[src/rtl/dm_cache_ctrl.sv]
// Direct-mapped, write-back, write-allocate data cache controller for the MEM stage.
// Optional hit/miss/writeback counters are compiled in with `define CACHE_STATS_EN.
module dm_cache_ctrl #(
  parameter int unsigned NUM_BLOCKS = 8
) (
  input  logic          clk,
  input  logic          rst,
  input  logic          proc_read,
  input  logic          proc_write,
  input  logic [29:0]   proc_addr,
  input  logic [31:0]   proc_wdata,
  output logic [31:0]   proc_rdata,
  output logic          proc_stall,
  output logic          mem_read,
  output logic          mem_write,
  output logic [27:0]   mem_addr,
  output logic [127:0]  mem_wdata,
  input  logic [127:0]  mem_rdata,
  input  logic          mem_ready
`ifdef CACHE_STATS_EN
  ,
  output logic [31:0]   stat_hits,
  output logic [31:0]   stat_misses,
  output logic [31:0]   stat_wbacks
`endif
);

  localparam int unsigned IDX = $clog2(NUM_BLOCKS);
  localparam int unsigned TAG = 28 - IDX;

  typedef enum logic [1:0] {COMPARE, WRITEBACK, ALLOCATE} state_e;

  state_e                state_q, state_d;
  logic [NUM_BLOCKS-1:0] valid_q, valid_d, dirty_q, dirty_d;
  logic [TAG-1:0]        tag_q  [NUM_BLOCKS];
  logic [TAG-1:0]        tag_d  [NUM_BLOCKS];
  logic [127:0]          data_q [NUM_BLOCKS];
  logic [127:0]          data_d [NUM_BLOCKS];
  logic                  mem_read_q, mem_read_d, mem_write_q, mem_write_d;
  logic [27:0]           mem_addr_q, mem_addr_d;
  logic [127:0]          mem_wdata_q, mem_wdata_d;

  logic [1:0]            req_off;
  logic [IDX-1:0]        req_idx;
  logic [TAG-1:0]        req_tag;
  logic                  req, hit;

  assign req_off = proc_addr[1:0];
  assign req_idx = proc_addr[IDX+1:2];
  assign req_tag = proc_addr[29:IDX+2];
  assign req     = proc_read | proc_write;
  assign hit     = valid_q[req_idx] && (tag_q[req_idx] == req_tag);

  assign mem_read  = mem_read_q;
  assign mem_write = mem_write_q;
  assign mem_addr  = mem_addr_q;
  assign mem_wdata = mem_wdata_q;

  // Core-facing handshake: stall and read data resolve in the request cycle
  always_comb begin
    proc_stall = 1'b0;
    proc_rdata = '0;
    if (!rst) begin
      if (state_q != COMPARE) begin
        proc_stall = 1'b1;
      end else if (req && !hit) begin
        proc_stall = 1'b1;
      end else if (proc_read && !proc_write && hit) begin
        proc_rdata = data_q[req_idx][{req_off, 5'd0} +: 32];
      end
    end
  end

`ifdef CACHE_STATS_EN
  logic        refill_q, refill_d;
  logic [31:0] stat_hits_q, stat_hits_d, stat_misses_q, stat_misses_d;
  logic [31:0] stat_wbacks_q, stat_wbacks_d;

  assign stat_hits   = stat_hits_q;
  assign stat_misses = stat_misses_q;
  assign stat_wbacks = stat_wbacks_q;

  // Saturating counters; the re-compare after a fill is not a fresh hit
  always_comb begin
    refill_d      = refill_q;
    stat_hits_d   = stat_hits_q;
    stat_misses_d = stat_misses_q;
    stat_wbacks_d = stat_wbacks_q;
    case (state_q)
      COMPARE: begin
        refill_d = 1'b0;
        if (req && hit && !refill_q && (stat_hits_q != '1)) stat_hits_d = stat_hits_q + 32'd1;
        if (req && !hit && (stat_misses_q != '1)) stat_misses_d = stat_misses_q + 32'd1;
      end
      WRITEBACK: begin
        if (mem_ready && (stat_wbacks_q != '1)) stat_wbacks_d = stat_wbacks_q + 32'd1;
      end
      ALLOCATE: begin
        if (mem_ready) refill_d = 1'b1;
      end
      default: ;
    endcase
  end

  always_ff @(posedge clk) begin
    if (rst) begin
      refill_q      <= 1'b0;
      stat_hits_q   <= '0;
      stat_misses_q <= '0;
      stat_wbacks_q <= '0;
    end else begin
      refill_q      <= refill_d;
      stat_hits_q   <= stat_hits_d;
      stat_misses_q <= stat_misses_d;
      stat_wbacks_q <= stat_wbacks_d;
    end
  end
`endif

  // Next-state, line update and memory-side request decode
  always_comb begin
    state_d     = state_q;
    valid_d     = valid_q;
    dirty_d     = dirty_q;
    tag_d       = tag_q;
    data_d      = data_q;
    mem_read_d  = mem_read_q;
    mem_write_d = mem_write_q;
    mem_addr_d  = mem_addr_q;
    mem_wdata_d = mem_wdata_q;
    case (state_q)
      COMPARE: begin
        if (req && hit) begin
          if (proc_write) begin
            data_d[req_idx][{req_off, 5'd0} +: 32] = proc_wdata;
            dirty_d[req_idx] = 1'b1;
          end
        end else if (req) begin
          if (valid_q[req_idx] && dirty_q[req_idx]) begin
            state_d     = WRITEBACK;
            mem_write_d = 1'b1;
            mem_addr_d  = {tag_q[req_idx], req_idx};
            mem_wdata_d = data_q[req_idx];
          end else begin
            state_d    = ALLOCATE;
            mem_read_d = 1'b1;
            mem_addr_d = {req_tag, req_idx};
          end
        end
      end
      WRITEBACK: begin
        if (mem_ready) begin
          state_d          = ALLOCATE;
          dirty_d[req_idx] = 1'b0;
          mem_write_d      = 1'b0;
          mem_wdata_d      = '0;
          mem_read_d       = 1'b1;
          mem_addr_d       = {req_tag, req_idx};
        end
      end
      ALLOCATE: begin
        if (mem_ready) begin
          state_d          = COMPARE;
          data_d[req_idx]  = mem_rdata;
          tag_d[req_idx]   = req_tag;
          valid_d[req_idx] = 1'b1;
          dirty_d[req_idx] = 1'b0;
          mem_read_d       = 1'b0;
          mem_addr_d       = '0;
        end
      end
      default: state_d = COMPARE;
    endcase
  end

  always_ff @(posedge clk) begin
    if (rst) begin
      state_q     <= COMPARE;
      valid_q     <= '0;
      dirty_q     <= '0;
      mem_read_q  <= 1'b0;
      mem_write_q <= 1'b0;
      mem_addr_q  <= '0;
      mem_wdata_q <= '0;
    end else begin
      state_q     <= state_d;
      valid_q     <= valid_d;
      dirty_q     <= dirty_d;
      mem_read_q  <= mem_read_d;
      mem_write_q <= mem_write_d;
      mem_addr_q  <= mem_addr_d;
      mem_wdata_q <= mem_wdata_d;
    end
  end

  // Tag and data arrays carry no reset; valid bits gate their use
  always_ff @(posedge clk) begin
    tag_q  <= tag_d;
    data_q <= data_d;
  end

endmodule

[config.mk]
export PLATFORM = sky130hd
export DESIGN_NAME = dm_cache_ctrl
export DESIGN_NICKNAME = d
export VERILOG_FILES = /design/src/rtl/dm_cache_ctrl.sv
export SDC_FILE = /design/constraint.sdc
export NUM_CORES = 2
export LEC_CHECK = 0
export ABC_AREA = 1
export BUFFER_PORTS_ARGS = -buffer_cell sky130_fd_sc_hd__buf_2
export CAP_MARGIN = 20
export CORE_MARGIN = 10
export CORE_UTILIZATION = 40
export CTS_CLUSTER_SIZE = 20
export DETAILED_ROUTE_END_ITERATION = 6
export PLACE_DENSITY = 0.53
export RECOVER_POWER = 25
export SLEW_MARGIN = 15
export SYNTH_ARGS = -nofsm -noshare
export SYNTH_HDL_FRONTEND = slang
export SYNTH_SLANG_ARGS = --single-unit
[constraint.sdc]
create_clock -name clk -period 10.9 [get_ports clk]
set_input_delay 0.545 -clock clk [delete_from_list [all_inputs] [get_ports clk]]
set_output_delay 0.545 -clock clk [all_outputs]
set_load 0.01 [all_outputs]
==> flow_summary.ini <==
[outcome]
outcome = finished with violations
failed_checks = max-capacitance violations, max-slew violations

[cts]
cts_root_buf = clkbuf_16
cts_setup_buffers = 0
cts_buffer_depth = 3
htreeDepth = 4
post_cts_resized = 0
insertion_delay_ps = 800
cts_sinks = 1400
cts_buffers = 154
clkTransAtPathRegs_ps = 60
cts_tree = done
hold_buffers = 0

[critical_path]
critPathCaptureType = register
worst_ep_arrival_time_ps = 6840
r2r_setup_slack_ps = 4500
path_cells = inv_1 > ha_1 > nand2_1 > a21oi_1 > a21boi_1 > buf_4 > o21ai_2 > nor2_4 > buf_4
start_kind = register
crit_family = simple AND/OR/NAND/NOR gates
crit_slowest_cell = ha_1
crit_buf_inv = 3
crit_top_cell = buf_4
r2r-end = data_q[959]
worstRegToRegCells = 9
worstSetupPathType = reg2reg
worstPathRequired_ps = 11350
r2r-start = state_q[0]
path_max_fanout = 62
cp_slowest_stage_delay_ps = 1900

[layout]
nets = 6525
syn2layout_area_growth_pct = 14.5
drive_gt1_frac = 0.0955
utilization = 0.460

[die]
dieArea_sq_mm = 0.170
io-pin-count = 386
rows = 144
core_area_sq_mm = 0.154
die_x_um = 413
start_util = 0.402
die_h_um = 413

[yosys]
postSynth.asyncResetShare = 0
yosys_register_bits = 1400
ys_warn_count = 0
netlist_instances = 6043
synth.most_common_cell = nor2_1
ys_types = 45
syn_nets = 6246
synth_common_cells = 1,397 x nor2_1, 1,224 x edfxtp_1, 1,016 x nand2_1, 456 x inv_1, 281 x clkbuf_1
netlist_area_sq_mm = 0.0617
synth_area_leaders = edfxtp_1 60%, nor2_1 8.5%, nand2_1 6.2%
yosysTopAreaCellShare = 0.595
yosys.area.top_type = edfxtp_1
ys_seq_area_frac = 0.652
syn-mean-instance-area_sq_um = 10.2
ys.flop_type = edfxtp_1
synth_edf_count = 1224

[placed_design]
pre_cts_slack_ps = 4410
gp_congestion = 0.938
port_buffers = 385
dp_hpwl_mm = 161

[sta]
worst_pin_slew_ps = 2670
max-slew-margin-rel = -0.781
setup_ws_ps = 4500
finalHoldViolCount = 0
final_max_slew_viol_count = 123
clock.fmax_mhz = 156
fin_setup_tns_ps = 0
rsz0062_at_grt = no
holdWs_ps = 169
min_period_ps = 6400
setup_viol = 0
fin_skew_ps = 33.0
period_share = 0.587

[hold_path]
hold_start = proc_addr[21]
hold-path-endpoint = tag_q[91]
hold_class = in2reg
min_path_cells = 1

[global_routing]
grt_pass1_wl_mm = 345
grt_max_degree = 108
grt_usage = 0.279
grt_pass1_vias = 45624
grt-ovfl-total = 0
antenna_found_initial = 17

[drt]
wl_per_cell_um = 28.9
met1Wirelength_mm = 106
wl_met3_mm = 30.3
drtIter0Drc = 6525
viasPerCell = 5.75
drc = 0
dr.pass1.iters = 6
met2_length_mm = 99.9
vias = 48888
routed_wl_mm = 246
top_layer = met5
antenna_left = 0

[pwr]
p_seq_frac = 0.489
switching_share = 0.251
peakVddDrop_mv = 0.173
power.density_mw_per_mm2 = 169
combPwrFrac = 0.086
clockPowerShare = 0.425
switchingPower_uw = 3000
power.internal_uw = 8920
leakage_uw = 0.0265

[flow_run]
maxCapViolations = 3
## per-layer routing
metal  vias to the layer above  track usage
li1                      21509            -
met1                     24131        0.415
met2                      2852        0.388
met3                       386       0.0737
met4                        10        0.101
met5                         -            0
## per-stage QoR
step	power (uW)	std cells	cell area (sq um)
global placement	6940	8195	66100
CTS	12000	8475	70900
detailed placement	6940	8198	66100
global route	12200	8489	70700
floorplan	6430	6043	61700
finish	11900	8496	70700
## sequential cells by signal, summed over array words and instances, names as in the netlist, named ones only
| name | cells |
|---|---|
| data_q | 1024 |
| tag_q | 200 |
| mem_wdata | 128 |
| mem_addr | 28 |
| valid_q | 8 |
| state_q | 2 |
| mem_read | 1 |
| mem_write | 1 |
## cell usage in the layout, fill, tap and decap left out, types with 127 or more instances in the layout
cell type / instances
dfxtp_1: 176
a21oi_1: 262
inv_1: 455
buf_2: 200
nand2_1: 1013
nand3_1: 146
edfxtp_1: 1224
nor2_1: 1351
a22oi_1: 169
buf_4: 127
clkbuf_1: 260
a221oi_1: 140
nand4_1: 207
clkbuf_16: 164
## cell families after synthesis
kind of cell	count (synthesis)	synth area share
simple gates	2818	0.186
buf+inv	902	0.0580
fa+ha+maj	8	0.00162
flops	1400	0.652
compound gates	915	0.102
## power groups by stage
stage | sequential, uW | combinational, uW | clock [uW]
2_1_floorplan | 5950 | 484 | 0
3_3_place_gp | 5940 | 997 | 0
3_5_place_dp | 5940 | 1000 | 0
4_1_cts | 5830 | 1000 | 5120
5_1_grt | 5830 | 1070 | 5340
6_report | 5830 | 1020 | 5070
## cell type report
cell class / count / area (sq um)
diodes: 9 / 22.5
clock buffers: 207 / 4300
clock inverters: 70 / 518
fillers: 14576 / 83000
inverters: 471 / 1800
multi-input cells: 3741 / 18300
flip-flops and latches: 1400 / 40300
well taps: 2044 / 2560
repair buffers: 554 / 2910
## worst max-delay path by stage
| stage | start | endpoint | slack, ps | cells past startpoint |
|---|---|---|---|---|
| 2_1_floorplan | proc_addr[2] | data_q[0] | 6870 | 18 |
| 3_3_place_gp | proc_addr[3] | mem_wdata[63] | 4500 | 15 |
| 3_5_place_dp | proc_addr[3] | mem_wdata[40] | 4410 | 15 |
| 4_1_cts | proc_addr[3] | proc_rdata[8] | 4850 | 14 |
| 5_1_grt | state_q[0] | data_q[808] | 4070 | 9 |
| 6_report | state_q[0] | data_q[959] | 4500 | 9 |
(Power assumes the default switching activity.)
